### config.mk
export PLATFORM = sky130hd
export DESIGN_NAME = display_sequencer
export DESIGN_NICKNAME = d
export VERILOG_FILES = /design/src/rtl/display_sequencer.sv
export SDC_FILE = /design/constraint.sdc
export NUM_CORES = 1
export LEC_CHECK = 0
export ABC_CLOCK_PERIOD_IN_PS = 2100
export CAP_MARGIN = 0
export CORE_ASPECT_RATIO = 1.5
export CORE_MARGIN = 1
export CORE_UTILIZATION = 39
export DETAILED_ROUTE_END_ITERATION = 8
export GPL_ROUTABILITY_DRIVEN = 0
export GPL_TIMING_DRIVEN = 0
export PLACE_DENSITY = 0.72
export SKIP_CTS_REPAIR_TIMING = 1
export SYNTH_ARGS = -nofsm -noshare
export SYNTH_HDL_FRONTEND = slang
export SYNTH_SLANG_ARGS = --single-unit
### constraint.sdc
create_clock -name clk -period 2.1 [get_ports clk]
set_input_delay 0.525 -clock clk [delete_from_list [all_inputs] [get_ports clk]]
set_output_delay 0.525 -clock clk [all_outputs]
set_load 0.02 [all_outputs]
### src/rtl/display_sequencer.sv
// display_sequencer: buffers a run of systolic-array results, then steps through them
// one dwell period at a time while the controller holds state_display, reporting the
// shown index on current_display (NUM_RESULTS marks the end of the run).
// Optional feature macro: DISPLAY_SEG_EN adds a registered active-low 7-segment
// decode of display_data[3:0] on port seg_n (gfedcba order, blank when not valid).
module display_sequencer #(
  parameter int DATA_W      = 16,
  parameter int NUM_RESULTS = 4,
  parameter int HOLD_CYCLES = 4
) (
  input  logic              clk,
  input  logic              reset,
  input  logic              state_display,
  input  logic              result_valid,
  input  logic [DATA_W-1:0] result_in,
  output logic [DATA_W-1:0] display_data,
  output logic              display_valid,
  output logic [2:0]        current_display,
  output logic              overflow
`ifdef DISPLAY_SEG_EN
  ,
  output logic [6:0]        seg_n
`endif
);

  localparam int PTR_W = $clog2(NUM_RESULTS + 1);
  localparam int DW_W  = $clog2(HOLD_CYCLES + 1);
  localparam logic [DW_W-1:0]  DWELL_RELOAD = DW_W'(HOLD_CYCLES - 1);
  localparam logic [PTR_W-1:0] PTR_FULL     = PTR_W'(NUM_RESULTS);
  localparam logic [2:0]       LAST_IDX     = 3'(NUM_RESULTS - 1);
  localparam logic [2:0]       TERMINAL_IDX = 3'(NUM_RESULTS);

  typedef enum logic [1:0] {S_IDLE, S_SHOW, S_DONE} state_t;

  state_t            state_q, state_d;
  logic [DATA_W-1:0] res_buf_q [NUM_RESULTS];
  logic [DATA_W-1:0] res_buf_d [NUM_RESULTS];
  logic [PTR_W-1:0]  wr_ptr_q, wr_ptr_d;
  logic [DW_W-1:0]   dwell_q, dwell_d;
  logic [DATA_W-1:0] display_data_q, display_data_d;
  logic              display_valid_q, display_valid_d;
  logic [2:0]        current_display_q, current_display_d;
  logic              overflow_q, overflow_d;
  logic [2:0]        next_idx;
  logic [DATA_W-1:0] rd_next;

`ifdef DISPLAY_SEG_EN
  logic [6:0] seg_n_q, seg_n_d;

  function automatic logic [6:0] hex_to_seg(input logic [3:0] v);
    logic [6:0] lit;
    case (v)
      4'h0: lit = 7'h3F;
      4'h1: lit = 7'h06;
      4'h2: lit = 7'h5B;
      4'h3: lit = 7'h4F;
      4'h4: lit = 7'h66;
      4'h5: lit = 7'h6D;
      4'h6: lit = 7'h7D;
      4'h7: lit = 7'h07;
      4'h8: lit = 7'h7F;
      4'h9: lit = 7'h6F;
      4'hA: lit = 7'h77;
      4'hB: lit = 7'h7C;
      4'hC: lit = 7'h39;
      4'hD: lit = 7'h5E;
      4'hE: lit = 7'h79;
      default: lit = 7'h71;
    endcase
    return ~lit;
  endfunction
`endif

  // Next-state logic: buffer writes in idle, dwell stepping while showing, run teardown.
  always_comb begin
    state_d           = state_q;
    res_buf_d         = res_buf_q;
    wr_ptr_d          = wr_ptr_q;
    dwell_d           = dwell_q;
    display_data_d    = display_data_q;
    display_valid_d   = display_valid_q;
    current_display_d = current_display_q;
    overflow_d        = overflow_q;
    next_idx          = current_display_q + 3'd1;
    rd_next           = '0;
    for (int i = 0; i < NUM_RESULTS; i++) begin
      if (3'(i) == next_idx) rd_next = res_buf_q[i];
    end

    case (state_q)
      S_IDLE: begin
        current_display_d = '0;
        display_valid_d   = 1'b0;
        display_data_d    = '0;
        if (result_valid) begin
          if (wr_ptr_q < PTR_FULL) begin
            for (int i = 0; i < NUM_RESULTS; i++) begin
              if (PTR_W'(i) == wr_ptr_q) res_buf_d[i] = result_in;
            end
            wr_ptr_d = wr_ptr_q + PTR_W'(1);
          end else begin
            overflow_d = 1'b1;
          end
        end
        // A write landing in the same cycle as the start is already visible in slot 0.
        if (state_display) begin
          state_d         = S_SHOW;
          display_valid_d = 1'b1;
          display_data_d  = res_buf_d[0];
          dwell_d         = DWELL_RELOAD;
        end
      end

      S_SHOW: begin
        if (!state_display) begin
          state_d           = S_IDLE;
          current_display_d = '0;
          display_valid_d   = 1'b0;
          display_data_d    = '0;
          wr_ptr_d          = '0;
          for (int i = 0; i < NUM_RESULTS; i++) res_buf_d[i] = '0;
        end else if (dwell_q != '0) begin
          dwell_d = dwell_q - DW_W'(1);
        end else if (current_display_q < LAST_IDX) begin
          current_display_d = next_idx;
          display_data_d    = rd_next;
          dwell_d           = DWELL_RELOAD;
        end else begin
          state_d           = S_DONE;
          current_display_d = TERMINAL_IDX;
          display_valid_d   = 1'b0;
          display_data_d    = '0;
        end
      end

      S_DONE: begin
        if (!state_display) begin
          state_d           = S_IDLE;
          current_display_d = '0;
          display_valid_d   = 1'b0;
          display_data_d    = '0;
          wr_ptr_d          = '0;
          for (int i = 0; i < NUM_RESULTS; i++) res_buf_d[i] = '0;
        end
      end

      default: state_d = S_IDLE;
    endcase
  end

`ifdef DISPLAY_SEG_EN
  // Decode tracks the value display_data is about to take, blank whenever nothing is shown.
  always_comb begin
    seg_n_d = 7'h7F;
    if (display_valid_d) seg_n_d = hex_to_seg(display_data_d[3:0]);
  end
`endif

  // State and output registers; reset clears everything including the sticky overflow.
  always_ff @(posedge clk) begin
    if (reset) begin
      state_q           <= S_IDLE;
      for (int i = 0; i < NUM_RESULTS; i++) res_buf_q[i] <= '0;
      wr_ptr_q          <= '0;
      dwell_q           <= '0;
      display_data_q    <= '0;
      display_valid_q   <= 1'b0;
      current_display_q <= '0;
      overflow_q        <= 1'b0;
`ifdef DISPLAY_SEG_EN
      seg_n_q           <= 7'h7F;
`endif
    end else begin
      state_q           <= state_d;
      res_buf_q         <= res_buf_d;
      wr_ptr_q          <= wr_ptr_d;
      dwell_q           <= dwell_d;
      display_data_q    <= display_data_d;
      display_valid_q   <= display_valid_d;
      current_display_q <= current_display_d;
      overflow_q        <= overflow_d;
`ifdef DISPLAY_SEG_EN
      seg_n_q           <= seg_n_d;
`endif
    end
  end

  assign display_data    = display_data_q;
  assign display_valid   = display_valid_q;
  assign current_display = current_display_q;
  assign overflow        = overflow_q;
`ifdef DISPLAY_SEG_EN
  assign seg_n           = seg_n_q;
`endif

endmodule

### Word level (Yosys, flattened, before mapping)

Index checks and enable logic that the tools add are counted.

| word-level totals | value |
|---|---|
| bits in registers | 93 |
| output and inout port bits | 21 |
| logic and storage cells | 98 |

| cells by class | value |
|---|---|
| eq/ne operators | 20 |
| $add $sub $neg | 3 |
| order comparisons | 2 |
| multiplexer cells | 43 |
| bitwise gates (word level) | 1 |
| reduce and logical (&&, ||, !) cells | 18 |

Operators by type and width:

| cell | number |
|---|---|
| $mux 16 | 13 |
| $mux 64 | 3 |
| $pmux 64 s2 | 1 |
| $pmux 16 s3 | 1 |
| $mux 3 | 10 |
| $ne 2x2->1 const B | 9 |
| $reduce_and 4->1 | 4 |
| $reduce_and 5->1 | 3 |
| $eq 2x3->1 const A | 4 |
| $pmux 3 s2 | 2 |
| $mux 2 | 5 |
| $ne 3x3->1 const B | 3 |
| $pmux 3 s3 | 1 |
| $add 3x1->3 const B | 2 |
| $eq 1x3->1 const A | 2 |
| $logic_not 3->1 | 2 |
| $pmux 2 s3 | 1 |
| $reduce_and 3->1 | 2 |
| $reduce_bool 3->1 | 2 |
| $mux 1 | 5 |
| $reduce_bool 2->1 | 2 |
| $lt 3x2->1 const B | 1 |
| $lt 3x3->1 const B | 1 |
| $pmux 1 s3 | 1 |
| other kinds (7) | 7 |

### Depth between registers and ports, before layout

| logic depth | value |
|---|---|
| depth in word-level cells | 10 |
| depth in mapped cells | 8 |

### Worst setup path before layout

No wires, ideal clock.

| timing | value |
|---|---|
| kind | flip-flop to flip-flop |
| start point | register state_q[0] |
| end point | register res_buf_q[22] (netlist name) |
| cell stages (with the launch flop) | 9 |
| clock period less this slack | 2.111 ns |
| setup slack | -0.011 ns |
| data arrival time | 1.983 ns |
| path through | dfxtp_1 > inv_1 > ha_1 > buf_6 > a21o_4 > a211oi_4 > buf_8 > mux2i_1 > nor2_1 |

| between the ends | value |
|---|---|
| cells in the longest elaborated chain, start to end | 4 |

RTL lines:

| element | line | RTL |
|---|---|---|
| from (decl) | 35 | `state_t state_q, state_d;` |
| from (signal assigned) | 174 | `state_q <= state_d;` |
| $eq 2x2->1 / $eq 2x1->1 (equally long branches) | 90 | `case (state_q)` |
| $reduce_or 2->1 (no line) | - |  |
| $ne 2x2->1 (no line) / $reduce_bool 2->1 (equally long branches) | - |  |
| $reduce_and 5->1 (no line) | - |  |
| to (signal assigned) | 175 | `res_buf_q <= res_buf_d;` |
| to (decl) | 36 | `logic [DATA_W-1:0] res_buf_q [NUM_RESULTS];` |

Parallel ways exist; a longest one is shown, timed or not.
A chain may end at the register's enable or synchronous reset.

### Final worst setup path

| timing | value |
|---|---|
| start point | register state_q[0] |
| end point | register res_buf_q[15] (netlist name) |

Same word-level chain as after synthesis.

==> impl_metrics.ini <==
[synthesis]
syn_avg_cell_area_sq_um = 9.21
async_flop_share_pct = 0
yosysTopAreaCell = dfxtp_1
yosysMostFrequentCell = dfxtp_1
seq_area_frac_synth_pct = 40.6
synth_top_cells_by_count = 93 x dfxtp_1, 75 x nor2_1, 67 x mux2i_1
synthFlopType = dfxtp_1
synth.distinct_cells = 46
netlist_top_cells_area = dfxtp_1 41%, mux2i_1 15%, nor2_1 6.1%
syn_area_sq_um = 4580
synth-edff-count = 0
synth_top_area_share_pct = 40.6
syn-num-nets = 535
netlist_instances = 498
synth_seq_cells = 93
ys_warn_count = 0

[min_path]
min_path_type = flop to flop

[clock_network]
clock-sinks = 93
cts-root-buf = clkbuf_16
htreeDepth = 3
clk_pin_slew_ns = 0.06
tritoncts = built
numCtsBuffers = 9
clock_latency_ns = 0.34
clockBufferDepth = 2

[global_routing]
grt_pass1_vias = 4162
grt_first_pass_wirelength_microns = 20700
antenna_found_initial = 0
grt.total_usage_pct = 21.5
grt.overflow.total = 0
grt_max_degree = 15

[worst_setup_path]
cp.arrival_ns = 2.24
setup.worst_path.class = flop to flop
crit_path_end_kind = flop
start_kind = flop
crit_path_max_fanout = 10
cp.required_ns = 2.30
rrSetupSlack_ns = 0.06

[die]
initial_utilization_pct = 40.0
core_sq_um = 11500
die_area_sq_um = 12200
io_pins = 41
fp.dieH_microns = 135
num_rows = 48
die_w_microns = 90.5

[sta]
setup_viol = 0
timing.final.hold_violations = 0
relSlewSlack_pct = 58.1
fin_crit_sh_pct = 97.0
skew_ns = 0.00723
fmax_mhz = 491
drv_slew = 0
fin_crit_ns = 2.04
worst_slew_pin_slew_ns = 0.629

[job]
cap_violations = 0

[outcome]
outcome = finished clean

[power_and_ir_drop]
powerDensity_nw_per_um2 = 1340
ir_drop_v = 0.000708
p_leak_nw = 2.08
totalPowerFinal_mw = 7.64

[placement]
dp_hpwl_microns = 9040
portBuffers = 39

[final_layout]
insertedDiodeCount = 0
final_nets = 595
filler_cell_count = 1059
final_util_pct = 49.8
drive_gt1_share_pct = 12.5
area_growth_pct = 24.5

[drt]
wl_per_cell_microns = 18.2
drtPass1Iterations = 8
viasPerCell = 5.65
antenna_left = 0
drc = 0
num_vias = 4022
drtIter0Drc = 279
wl_microns = 13000
worst paths after layout:
path                            startpoint       endpoint  depth (start not counted)
worst max-delay path            state_q[0]  res_buf_q[15]                          8
worst min-delay path            dwell_q[0]     dwell_q[0]                          1
worst max register to register  state_q[0]  res_buf_q[15]                          8
worst min register to register  dwell_q[0]     dwell_q[0]                          1
critical path: stages, from the launching register on:
cell	delay (ns)
dfxtp_4	0.37
inv_1	0.08
ha_4	0.26
buf_6	0.15
a21o_4	0.23
a211oi_4	0.28
buf_4	0.24
mux2i_1	0.21
nor2_1	0.07
stage by stage:
stage	hold WS (ns)	setup slack, ns	TNS (ns)	cells	area [sq um]
6_report	0.482	0.0632	0	712	5710
3_3_place_gp	0.456	-0.591	-27.96	687	5160
3_5_place_dp	0.476	-0.644	-31.14	687	5160
2_1_floorplan	0.437	0.0418	0	498	4580
4_1_cts	0.485	-0.360	-17.86	702	5480
5_1_grt	0.514	-0.0329	-0.0731	712	5710
state kept, by name, indices dropped and copies added, names as in the netlist:
signal	count
res_buf_q	64
overflow	1
state_q	2
display_valid	1
wr_ptr_q	3
dwell_q	3
current_display	3
display_data	16
logic make-up after synthesis:
logic type | after synthesis | synth area share (%)
fa+ha+maj | 17 | 4.64
flops | 93 | 40.6
xor+xnor | 1 | 0.191
mux | 68 | 14.9
simple gates | 150 | 15.0
buf+inv | 61 | 6.30
compound gates | 108 | 18.4
cell type report:
| type | count | area, sq um | area share (%) |
|---|---|---|---|
| multi-input cells | 344 | 2530 | 44.3 |
| flip-flops and latches | 93 | 1870 | 32.7 |
| repair buffers | 49 | 490 | 8.59 |
| clock buffers | 11 | 243 | 4.25 |
| plain buffers | 34 | 214 | 3.75 |
| well taps | 150 | 188 | 3.29 |
| inverters | 27 | 101 | 1.78 |
| clock inverters | 4 | 72.6 | 1.27 |
layout by cell type (no fill, tap or decap), types with 3 or more instances in the layout:
cell type        instances
and2_1                  16
buf_6                    5
nor2_1                  73
nand2_1                 36
a21oi_1                  7
clkbuf_2                 6
mux2i_1                 67
nand2b_1                 5
buf_2                    6
dfxtp_2                  3
a222oi_1                16
clkdlybuf4s50_1         39
dfxtp_1                 89
a211oi_4                 3
o21ai_1                 14
clkbuf_1                13
o32a_1                  16
clkbuf_16               10
o21ai_0                 21
buf_8                    3
ha_1                    15
inv_1                   27
buf_4                    9
a22oi_1                 17
routing by layer:
layer	up-vias	GRT usage, %	wire (microns)
li1	1888	-	-
met1	1938	23.1	4970
met2	153	38.7	6750
met3	43	3.55	702
met4	0	14.1	540
met5	-	0	0
power breakdown:
| part | leakage (nW) | switching (mW) | internal (mW) |
|---|---|---|---|
| clock | 0.152 | 0.665 | 1.07 |
| sequential | 0.757 | 0.232 | 2.10 |
| combinational | 1.17 | 1.96 | 1.61 |
| total | 2.08 | 2.86 | 4.78 |
(Power assumes the default switching activity.)
